[config.mk]
export PLATFORM = sky130hd
export DESIGN_NAME = mac_tile
export DESIGN_NICKNAME = d
export VERILOG_FILES = /design/src/rtl/mac_tile_pkg.sv /design/src/rtl/mac_tile_mac.sv /design/src/rtl/mac_tile.sv
export SDC_FILE = /design/constraint.sdc
export NUM_CORES = 1
export LEC_CHECK = 0
export ABC_AREA = 1
export BUFFER_PORTS_ARGS = -buffer_cell sky130_fd_sc_hd__buf_2
export CAP_MARGIN = 20
export CORE_MARGIN = 2
export CORE_UTILIZATION = 55
export CTS_CLUSTER_DIAMETER = 60
export CTS_CLUSTER_SIZE = 10
export DETAILED_ROUTE_END_ITERATION = 10
export GPL_ROUTABILITY_DRIVEN = 0
export PLACE_DENSITY = 0.83
export SYNTH_ARGS = -nofsm -noshare
export SYNTH_HDL_FRONTEND = slang
export SYNTH_HIERARCHICAL = 1
export SYNTH_SLANG_ARGS = --single-unit
[constraint.sdc]
create_clock -name clk -period 3.3 [get_ports clk]
set_input_delay 0.165 -clock clk [delete_from_list [all_inputs] [get_ports clk]]
set_output_delay 0.165 -clock clk [all_outputs]
set_load 0.01 [all_outputs]
[src/rtl/mac_tile_pkg.sv]
// Shared definitions for the mac_tile processing element.
//   INST_LOAD / INST_EXEC : bit positions inside the 2-bit instruction bus
//   DEF_*_BW              : default widths for activation, weight and partial sum
//   tile_state_e          : weight-register occupancy (empty / loaded)
package mac_tile_pkg;

  localparam int unsigned INST_LOAD = 0;
  localparam int unsigned INST_EXEC = 1;

  localparam int unsigned DEF_A_BW    = 2;
  localparam int unsigned DEF_B_BW    = 4;
  localparam int unsigned DEF_PSUM_BW = 16;

  typedef enum logic {
    StEmpty  = 1'b0,
    StLoaded = 1'b1
  } tile_state_e;

endpackage

[src/rtl/mac_tile_mac.sv]
// Combinational multiply-accumulate: o_out = i_c + zext(i_a) * i_b.
//   i_a   : unsigned activation, a_bw bits
//   i_b   : signed weight, b_bw bits
//   i_c   : signed addend, psum_bw bits
//   o_out : signed result, psum_bw bits, wraps modulo 2^psum_bw
module mac_tile_mac #(
  parameter int unsigned a_bw    = 2,
  parameter int unsigned b_bw    = 4,
  parameter int unsigned psum_bw = 17
) (
  input  logic        [a_bw-1:0]    i_a,
  input  logic signed [b_bw-1:0]    i_b,
  input  logic signed [psum_bw-1:0] i_c,
  output logic signed [psum_bw-1:0] o_out
);

  localparam int unsigned ProdBw = a_bw + b_bw + 1;

  logic signed [a_bw:0]     w_a_ext;
  logic signed [ProdBw-1:0] w_prod;

  // Extra zero MSB keeps the activation non-negative in the signed multiply.
  assign w_a_ext = $signed({1'b0, i_a});
  assign w_prod  = ProdBw'(w_a_ext) * ProdBw'(i_b);
  assign o_out   = i_c + psum_bw'(w_prod);

endmodule

[src/rtl/mac_tile.sv]
// Weight-stationary systolic processing element.
// Latches one signed weight, forwards activations/instructions east and
// registered partial sums south. Every output is registered (1-cycle hop).
//   clk    : clock
//   reset  : synchronous active-high reset
//   in_w   : west bus (weight during load, activation in low a_bw bits on execute)
//   inst_w : instruction, bit0 = kernel load, bit1 = execute
//   in_n   : partial sum from the north
//   out_e  : registered forward of in_w (updates only when inst_w != 0)
//   inst_e : registered forward of inst_w (load bit masked while empty)
//   out_s  : registered partial sum to the south
// Build option: define MAC_TILE_SAT_EN to saturate the partial sum instead of wrapping.
module mac_tile
  import mac_tile_pkg::*;
#(
  parameter int unsigned a_bw    = DEF_A_BW,
  parameter int unsigned b_bw    = DEF_B_BW,
  parameter int unsigned psum_bw = DEF_PSUM_BW
) (
  input  logic               clk,
  input  logic               reset,
  input  logic [b_bw-1:0]    in_w,
  input  logic [1:0]         inst_w,
  input  logic [psum_bw-1:0] in_n,
  output logic [b_bw-1:0]    out_e,
  output logic [1:0]         inst_e,
  output logic [psum_bw-1:0] out_s
);

  tile_state_e r_state;
  tile_state_e w_state_d;

  logic signed [b_bw-1:0]  r_b_q;
  logic [b_bw-1:0]         r_out_e;
  logic [1:0]              r_inst_e;
  logic [psum_bw-1:0]      r_out_s;

  logic                    w_capture;
  logic                    w_fwd_load;
  logic signed [psum_bw:0] w_in_n_ext;
  logic signed [psum_bw:0] w_sum;
  logic [psum_bw-1:0]      w_sum_red;

  // State register.
  always_ff @(posedge clk) begin
    if (reset) begin
      r_state <= StEmpty;
    end else begin
      r_state <= w_state_d;
    end
  end

  // Next state: the first load moves to LOADED; only reset returns to EMPTY.
  always_comb begin
    w_state_d = r_state;
    if (r_state == StEmpty && inst_w[INST_LOAD]) begin
      w_state_d = StLoaded;
    end
  end

  // State-derived controls.
  always_comb begin
    w_capture  = (r_state == StEmpty) && inst_w[INST_LOAD];
    // The first weight is kept here; only later loads travel east.
    w_fwd_load = (r_state == StLoaded);
  end

  // One extra headroom bit so overflow is visible before reduction.
  assign w_in_n_ext = $signed({in_n[psum_bw-1], in_n});

  mac_tile_mac #(
    .a_bw   (a_bw),
    .b_bw   (b_bw),
    .psum_bw(psum_bw + 1)
  ) u_mac (
    .i_a  (in_w[a_bw-1:0]),
    .i_b  (r_b_q),
    .i_c  (w_in_n_ext),
    .o_out(w_sum)
  );

`ifdef MAC_TILE_SAT_EN
  localparam logic [psum_bw-1:0] PsumMax = {1'b0, {(psum_bw-1){1'b1}}};
  localparam logic [psum_bw-1:0] PsumMin = {1'b1, {(psum_bw-1){1'b0}}};

  // Top two bits disagree exactly when the sum is outside the psum_bw range.
  always_comb begin
    w_sum_red = w_sum[psum_bw-1:0];
    if (w_sum[psum_bw] != w_sum[psum_bw-1]) begin
      w_sum_red = w_sum[psum_bw] ? PsumMin : PsumMax;
    end
  end
`else
  logic w_unused_sum_msb;
  assign w_unused_sum_msb = w_sum[psum_bw];
  assign w_sum_red        = w_sum[psum_bw-1:0];
`endif

  // Datapath registers. Execute reads the pre-capture weight on inst_w == 2'b11.
  always_ff @(posedge clk) begin
    if (reset) begin
      r_b_q    <= '0;
      r_out_e  <= '0;
      r_inst_e <= '0;
      r_out_s  <= '0;
    end else begin
      if (w_capture) begin
        r_b_q <= $signed(in_w);
      end
      if (inst_w != 2'b00) begin
        r_out_e <= in_w;
      end
      r_inst_e[INST_EXEC] <= inst_w[INST_EXEC];
      r_inst_e[INST_LOAD] <= inst_w[INST_LOAD] & w_fwd_load;
      if (inst_w[INST_EXEC]) begin
        r_out_s <= w_sum_red;
      end
    end
  end

  assign out_e  = r_out_e;
  assign inst_e = r_inst_e;
  assign out_s  = r_out_s;

endmodule

==> results.md <==
- Flop2flop setup slack: 670 ps
- WL final: 4.83 mm
- First-pass GRT wire length: between 8 and 9 mm
- Maximum capacitance violations: 0
- Buffers on Ports: 45
- Reg-to-reg endpoint: out_s[14]$_SDFFE_PP0P_
- Io pins: 46
- Status: finished, final reports clean
- Full die area: around 4800 sq um
- Root Driver: clkbuf_8
- DRC errors left: 0
- Dpl cells: about 460
- CP most frequent cell: nand2_1
- Gr usage total: between 20% and 30%
- Clock Latency Late Sink: ~280 ps
- CP Capture Type: flop
- PwrDens: roughly 360 nW/um^2
- Synth Instances: ~370
- Hold_sp: reset
- Number of global-route vias before repair: around 1900
- Fill cells: between 300 and 400
- Ratio of cells with drive above 1 in the final layout: between 15 and 20%
- RSZ-0062 raised after global routing: no
- Cts hold-fix bufs: 0
- Reg2Reg Depth: 16
- Clk sink count: 27
- H-tree levels: 1
- Max Clock Skew: between 6 and 7 ps
- TNS Setup: 0 ps
- Critical-path top delay cell: fa_1
- Crit path launch type: flop
- Relative slew slack: roughly three quarters
- Yosys Warn Count: 6
- Syn nets: approximately 430
- CTS buffer count: 3
- Die Ht: 69.1 um
- DRT antenna net count: 0
- CP Cell Sequence: nand2_1 -> inv_1 -> ha_1 -> inv_1 -> fa_1 -> inv_1 -> ha_1 -> or2_1 -> nand3b_1 -> nand2_2 -> nand2_1 -> nand2_1 -> nand2_1 -> nand2_1 -> nor2_1 -> nor2_1
- Initial core utilization: between 50% and 60%
- Worst path required time: roughly 3500 ps
- Worst R2R Start: r_b_q[3]$_SDFFE_PP0P_
- Post-layout min period: about 2600 ps
- Commonest non-fill, non-tap cell in the layout: nand2_1
- Pins over their slew limit: 0
- WL/cell: between 10 and 15 um
- Initial antenna violation count: 0
- Vias: 2179
- Final Setup Violations: 0
- Commonest non-fill, non-tap cells in the layout: nand2_1 (98), inv_1 (76), nor2_1 (57)
- Worst Setup Slack, final: between 600 and 700 ps
- Register Area: ~540 sq um
- Leak pwr: ~1.7 nW
- Crit-path max cell delay: 500 ps
- Worst Tran Pin Value: about 370 ps
- Crit path kind: flop to flop
- Worst Path Arrival: 2810 ps
- Final Hold Slack: 106 ps
- Detailed router's first-iteration violation count: 106
- WHS Endpoint: inst_e[1]$_SDFF_PP0_
- Hold Fails Final Rpt: 0
- 1st-pass router iterations: 4
- Clock slew at reported path FFs: ~90 ps
- Area growth from synthesis to layout: 12.8%
- Via/cell ratio: between 4 and 5
- Max Clock Freq: roughly 380 MHz
- Cell Count, Final, Fillers Out: 460
- Bufs on Longest Clock Path: 2
- Resized Gates After CTS: 0
- Footprint of the multi-input gates: approximately 1400 sq um
- Dpl ws: just under 700 ps
- Die X: 69.1 um
- CTS tree: built
- HPWL Detailed: 3.92 mm
- Largest net degree at the start of global routing: 25
- Final worst-path cycle share: 79.8%
- Final net count: roughly 470
- Cell Rows: 23
- Core footprint: approximately 4000 sq um
- Crit Path Max Fanout: 4
- Congestion Overflow GR: 0
- HP Class: primary input to flop
- ANT cells: 0
- Hold depth: 2
- Postcts setup bufs: 0
- Peak VDD IR: slightly below 0.0003 V
- Synth Cell Area: ~2300 sq um
- Post-Syn Area per Cell: about 6.4 sq um
worst max-delay path, delay by kind of cell, from the launching register on:
family / cells / cell delay [ps]
adder cells (fa/ha/maj): 3 / 1110
AND/OR/NAND/NOR: 10 / 930
flip-flops: 1 / 330
buffers and inverters: 3 / 150
worst max path at each step:
stage | to | slack [ps] | start | cells past startpoint
3_5_place_dp | out_s[14]$_SDFFE_PP0P_ | 680 | in_w[0] | 17
6_report | out_s[14]$_SDFFE_PP0P_ | 670 | r_b_q[3]$_SDFFE_PP0P_ | 16
4_1_cts | out_s[14]$_SDFFE_PP0P_ | 660 | r_b_q[3]$_SDFFE_PP0P_ | 16
5_1_grt | out_s[14]$_SDFFE_PP0P_ | 450 | r_b_q[3]$_SDFFE_PP0P_ | 16
3_3_place_gp | out_s[14]$_SDFFE_PP0P_ | 720 | in_w[0] | 17
2_1_floorplan | out_s[14]$_SDFFE_PP0P_ | 870 | r_b_q[3]$_SDFFE_PP0P_ | 16
power by group:
part	total (W)	switching [W]	internal [W]
logic	0.000382	0.000235	0.000147
clock network	0.000190	0.000104	0.0000858
registers	0.000373	0.0000163	0.000356
through the flow:
stage / utilization, % / cell area, sq um / power [W]
after floorplan: - / 2330 / 0.000655
after global placement: 64.1 / 2580 / 0.000748
after detailed placement: 64.1 / 2580 / 0.000757
after CTS: 65.3 / 2630 / 0.000950
after global routing: 65.3 / 2630 / 0.00102
final: 65.3 / 2630 / 0.000944
registers in the layout, summed over array words and instances (netlist names):
| name | cells |
|---|---|
| out_s | 16 |
| out_e | 4 |
| r_b_q | 4 |
| inst_e | 2 |
| r_state | 1 |
final cells by class:
cell class                      count  share of cell area [%]
Clock buffer                        3                    1.57
Multi-Input combinational cell    252                    54.9
Sequential cell                    27                    20.6
Tap cell                           50                    2.38
Timing Repair Buffer               45                    8.56
Clock inverter                      1                   0.285
Inverter                           82                    11.8
per-layer routing:
metal  global-route usage (%)  up-vias  share of wire, %
met3                     1.90        7               5.1
met2                     33.3       54                45
li1                         -     1176                 -
met4                     6.32        0               1.4
met5                        0        -                 0
met1                     28.2      942                49
Note: power is estimated with default switching activity, not from simulation.
